`config.mk`:
```
export PLATFORM = sky130hd
export DESIGN_NAME = short_preamble_inserter
export DESIGN_NICKNAME = d
export VERILOG_FILES = /design/src/rtl/short_preamble_inserter.sv
export SDC_FILE = /design/constraint.sdc
export NUM_CORES = 1
export LEC_CHECK = 0
export CORE_MARGIN = 2
export CORE_UTILIZATION = 40
export CTS_BUF_LIST = sky130_fd_sc_hd__clkbuf_8
export DETAILED_ROUTE_END_ITERATION = 10
export SETUP_SLACK_MARGIN = 0.15
export SLEW_MARGIN = 40
export SYNTH_ARGS = -nofsm -noshare
export SYNTH_HDL_FRONTEND = slang
export SYNTH_SLANG_ARGS = --single-unit
```
`constraint.sdc`:
```
create_clock -name clk -period 2.24 [get_ports clk]
set_clock_uncertainty 0.15 [all_clocks]
set_input_delay 0.56 -clock clk [delete_from_list [all_inputs] [get_ports clk]]
set_output_delay 0.56 -clock clk [all_outputs]
set_load 0.005 [all_outputs]
```
`src/rtl/short_preamble_inserter.sv`:
```
// Prepends NUM_REPS repetitions of a programmable SYMBOL_LEN-sample short symbol
// to each AXI-Stream sample burst, then passes the payload through untouched.
module short_preamble_inserter #(
    parameter int WIDTH      = 32,
    parameter int SYMBOL_LEN = 16,
    parameter int NUM_REPS   = 10
) (
    input  logic                          clk,
    input  logic                          reset,
    input  logic [$clog2(SYMBOL_LEN)-1:0] i_tbl_addr,
    input  logic [WIDTH-1:0]              i_tbl_data,
    input  logic                          i_tbl_we,
    input  logic [WIDTH-1:0]              i_samples_tdata,
    input  logic                          i_samples_tlast,
    input  logic                          i_samples_tvalid,
    output logic                          i_samples_tready,
    output logic [WIDTH-1:0]              o_samples_tdata,
    output logic                          o_samples_tlast,
    output logic                          o_samples_tvalid,
    input  logic                          o_samples_tready,
    output logic                          o_active
);
    localparam int AW = $clog2(SYMBOL_LEN);
    localparam int RW = (NUM_REPS > 1) ? $clog2(NUM_REPS) : 1;

    typedef enum logic [1:0] {IDLE, PREAMBLE, PAYLOAD} state_t;

    state_t            state;
    logic [AW-1:0]     sample_idx;
    logic [RW-1:0]     rep_cnt;
    logic [WIDTH-1:0]  tbl [SYMBOL_LEN];

    always_ff @(posedge clk) begin
        if (reset) begin
            state      <= IDLE;
            sample_idx <= '0;
            rep_cnt    <= '0;
            for (int i = 0; i < SYMBOL_LEN; i++) tbl[i] <= '0;
        end else begin
            // Table is only writable between bursts, including the exit cycle.
            if (state == IDLE && i_tbl_we) tbl[i_tbl_addr] <= i_tbl_data;

            case (state)
                IDLE: begin
                    if (i_samples_tvalid) begin
                        state      <= PREAMBLE;
                        sample_idx <= '0;
                        rep_cnt    <= '0;
                    end
                end
                PREAMBLE: begin
                    if (o_samples_tready) begin
                        sample_idx <= sample_idx + 1'b1;
                        if (sample_idx == AW'(SYMBOL_LEN - 1)) begin
                            rep_cnt <= rep_cnt + 1'b1;
                            if (rep_cnt == RW'(NUM_REPS - 1)) begin
                                state   <= PAYLOAD;
                                rep_cnt <= '0;
                            end
                        end
                    end
                end
                PAYLOAD: begin
                    if (i_samples_tvalid && o_samples_tready && i_samples_tlast) state <= IDLE;
                end
                default: state <= IDLE;
            endcase
        end
    end

    // Payload is a zero-latency passthrough, so the output mux is combinational.
    always_comb begin
        o_samples_tdata  = '0;
        o_samples_tlast  = 1'b0;
        o_samples_tvalid = 1'b0;
        i_samples_tready = 1'b0;
        o_active         = (state != IDLE);
        case (state)
            PREAMBLE: begin
                o_samples_tvalid = 1'b1;
                o_samples_tdata  = tbl[sample_idx];
            end
            PAYLOAD: begin
                o_samples_tvalid = i_samples_tvalid;
                o_samples_tdata  = i_samples_tdata;
                o_samples_tlast  = i_samples_tlast;
                i_samples_tready = o_samples_tready;
            end
            default: ;
        endcase
    end
endmodule

```
# Word level (Yosys, flattened, before mapping)
# Memories as Yosys holds them, arrays and structs flattened. A register that Yosys moved wholly into a read port is not among the register bits.
# Index checks and enable logic that the tools add are counted.
# totals
register_bits	10
ramBits	512
inputBits	74
output_inout_bits	36
elab_cells	52
mem_count	1
# classes
addsub	2
eq_ne	9
muxes	27
n_reduce_logical	10
# memory_table
name	words	word_bits	read_ports	rd_ports_with_merged_regs	write_ports	line_no	source
tbl	16	32	1	1	16	31	logic [WIDTH-1:0] tbl [SYMBOL_LEN];
# ops
cell	count
32-bit one-hot mux with 2 select lines	1
32-bit two-way mux	1
4-bit two-way mux	8
32-bit OR reduction	1
4-bit one-hot mux with 2 select lines	2
2-bit two-way mux	5
2-bit inequality test (second input constant)	5
4-bit by 1-bit adder with 4-bit output (second input constant)	2
4-bit equality test (second input constant)	2
1-bit two-way mux	8
2-bit one-hot mux with 3 select lines	1
5-bit AND reduction	1
4-bit AND reduction	1
2-bit nonzero test	2
1-bit logical AND	3
3-bit AND reduction	1
2-bit by 1-bit equality test with 1-bit output (second input constant)	1
2-bit equality test (second input constant)	1
2-bit zero test	1
1-bit one-hot mux with 2 select lines	1

# Depth between registers and ports, before layout
# logic_depth
word_depth	7
mapped_depth	7

# Worst setup path before layout
# OpenSTA, ideal clock, no wires.
# synth_timing
path_kind	register to output
start	reg (tool-made name)
end	out o_samples_tdata[0]
t_arrival_ps	1690
required_ps	1530
setup_slack_ps	-160
path_stages_with_launch	7
path_buffers	2
path_cell_list	dfxtp_1 -> buf_2 -> buf_2 -> mux2_2 -> o22ai_1 -> nor2_1 -> a221o_1
# synth_rtl
item	line_no	source
to (decl)	17	output logic [WIDTH-1:0] o_samples_tdata,

==> flow_summary.json <==
{
  "crit_slowest_cell": "mux4_2",
  "die_area_sq_mm": 0.0627,
  "synth_area_sq_mm": 0.0243,
  "cts_num_sinks": 526,
  "cts_hold_buffers": 0,
  "ff2ff_setup_slack_ns": 0.11,
  "fin_crit_sh": 1.57,
  "critPathKind": "reg2out",
  "die_x_um": 250,
  "p_leak_nw": 12.0,
  "fill_cells": 5028,
  "setup_viol": 35,
  "detail_route.wl_per_cell_um": 25.7,
  "use_met2": 0.391,
  "clk_path_buf_depth": 3,
  "port_buffers": 109,
  "synth_top_area_share": 0.633,
  "worstPathRequired_ns": 1.53,
  "vdd_drop_max_mv": 0.386,
  "gp_congestion": 0.792,
  "numCtsBuffers": 89,
  "r2r_start": "state[0]$_SDFFE_PP0P_",
  "routed_via_density": 5.35,
  "dr.first_iter.drc_count": 1430,
  "min_path_type": "reg2reg",
  "synthCells": 1668,
  "rsz0062_at_grt": "true",
  "clk_pin_slew_worst_paths_ns": 0.06,
  "yosysUniqueCellTypes": 43,
  "h-tree-depth": 3,
  "violations": "negative setup slack",
  "root_buffer": "clkbuf_8",
  "max_stage_delay_ns": 0.48,
  "vias": 15300,
  "hold_path_depth": 2,
  "synth_top_area_cell": "edfxtp_1",
  "antennaDiodeCount": 0,
  "grt_max_degree": 22,
  "synth.avg_cell_area_sq_um": 14.6,
  "worstPathArrival_ns": 2.80,
  "worstSkewPairLatency_ns": 0.68,
  "seqCellArea_sq_mm": 0.0157,
  "cts_tree": "built",
  "num_io_pins": 110,
  "use_met3": 0.0417,
  "worstMarginPinSlew_ns": 0.617,
  "synth_area_leaders": "edfxtp_1 63%, and2_1 13%, mux2_2 6.2%",
  "synth-main-ff-cell": "edfxtp_1",
  "async_flop_share": 0,
  "final_cells": 2861,
  "maxSlewViolCount": 0,
  "nNetsFinal": 2087,
  "ff2ff_path_depth": 9,
  "fin_crit_ns": 3.51,
  "path_max_fanout": 5,
  "multi_input_area_sq_mm": 0.00857,
  "track_usage": 0.233,
  "rows": 90,
  "layout_setup_ws_ns": -1.27,
  "dr.pass1.iters": 5,
  "cp-start-kind": "flip-flop",
  "grt_pass1_wl_um": 105000,
  "synth_edf_count": 512,
  "power_mw": 24.3,
  "ys_seq_elements": 526,
  "drive_above_1_share": 0.352,
  "top_usage_layer": "met2",
  "power_density_mw_per_mm2": 775,
  "area_growth_pct": 29.3,
  "cp_cell_sequence": "clkbuf_16, buf_6, buf_6, mux4_2, mux2i_1, nor2_1, a221o_1, buf_2",
  "drv_cap": 0,
  "grt_antenna_before_repair": 4,
  "run_status": "finished with violations",
  "synth_nets": 1748,
  "die_h_um": 250,
  "hp-start": "rep_cnt[2]$_SDFFE_PP0P_",
  "cp-end-kind": "output pin",
  "overflow": 0,
  "coreArea_sq_mm": 0.0601,
  "dp_cells": 2616,
  "yosysSeqAreaShare": 0.645,
  "ant_nets": 0,
  "worstReg2RegEnd": "tbl[12][5]$_SDFFCE_PN0P_",
  "start_util": 0.404,
  "drt_wl_total_um": 73700,
  "max_freq_mhz": 285,
  "ys_warn_count": 0,
  "finalHoldViolCount": 0,
  "place_hpwl_um": 45600,
  "hold_end": "rep_cnt[2]$_SDFFE_PP0P_",
  "grt_pass1_vias": 15900,
  "use_met1": 0.305,
  "drc": 0,
  "relSlewSlack": 0.587,
  "cpMostUsedCell": "buf_6"
}
## sequential cells by signal, indices dropped and copies added (netlist names), named ones only
name,cells
tbl,512
rep_cnt,4
sample_idx,4
state,2
## power by group
| group | internal [mW] | total, mW | switching (mW) |
|---|---|---|---|
| registers | 11.2 | 11.4 | 0.173 |
| logic | 2.68 | 4.80 | 2.12 |
| clock network | 4.17 | 8.12 | 3.95 |
## cell usage after synthesis, drive strengths merged, types with 9 or more instances
library cell and number:
a221o 32, or2 17, mux2i 26, buf 23, nor3 10, o22ai 64, clkbuf 117, nand3 9
nor2 72, dfxtp 14, edfxtp 512, and2 515, mux4 64, mux2 134
## cell families (layout without fill, tap and decap cells)
logic type	after synthesis	count (layout)	share of synthesized area
flops	526	526	0.645
compound gates	116	116	0.0360
buf+inv	145	556	0.0243
mux	224	224	0.132
fa+ha+maj	6	6	0.00309
xor+xnor	3	3	0.00108
simple gates	648	648	0.158
## repair_timing
action / in CTS / in global routing
resized for setup: 103 / 167
setup endpoints to repair: 269 / 285
buffers inserted: 23 / 47
pin swaps: 12 / 38
cloned: 3 / 9
## critical path, delay by kind of cell (launching register included)
kind	cells	cell delay [ns]
flip-flops	1	0.46
AO/OA/AOI/OAI	1	0.33
multiplexers	2	0.68
buffers and inverters	4	0.55
AND/OR/NAND/NOR	1	0.09
## how the worst max path moves through the flow
stage | start | endpoint | slack, ns | cells after the start
after global routing | flip-flop | o_samples_tdata[18] | -1.32 | 8
final | flip-flop | o_samples_tdata[18] | -1.27 | 8
after global placement | flip-flop | o_samples_tdata[2] | -0.78 | 8
after CTS | flip-flop | o_samples_tdata[13] | -1.45 | 7
after detailed placement | flip-flop | o_samples_tdata[2] | -0.79 | 8
after floorplan | flip-flop | o_samples_tdata[0] | -0.05 | 6
## metrics by stage
step                      worst slack [ns]  utilization  hold WS [ns]  setup TNS, ns  cell area [sq um]
after floorplan                    -0.0549            -         0.308          -1.61              24400
after global placement              -0.776        0.471         0.321        -439.45              28300
after detailed placement            -0.788        0.471         0.338        -447.91              28300
after CTS                            -1.45        0.506         0.346         -41.50              30400
after global routing                 -1.32        0.522         0.396         -39.96              31400
final                                -1.27        0.522         0.348         -36.91              31400
## area by class of cell
class	count	area share
Inverter	5	0.000677
Tap cell	782	0.0312
Sequential cell	526	0.499
Timing Repair Buffer	388	0.144
Multi-Input combinational cell	997	0.273
Clock inverter	71	0.0122
Clock buffer	92	0.0403
## layer usage
layer,wire length [um],vias to the layer above
met3,4720,118
met4,1980,2
met1,30400,7854
met5,13,-
li1,-,6798
met2,36500,529
## placed cells by master, fill, tap and decap left out, drive strengths merged, types with 3 or more instances in the layout
master	Yosys	routed
clkdlybuf4s50	0	70
o21ai	4	4
inv	5	41
dlymetal6s2s	0	4
nor2b	3	3
nand3	9	9
and2	515	515
or2	17	17
dfxtp	14	14
mux2	134	134
or3	3	3
bufinv	0	3
a221o	32	32
mux4	64	64
nand2	8	8
clkinv	0	30
nor2	72	72
ha	6	6
edfxtp	512	512
clkbuf	117	124
nand2b	4	4
buf	23	281
a21oi	6	6
mux2i	26	26
nor3	10	10
o22ai	64	64
Power figures use the tool's default switching activity.
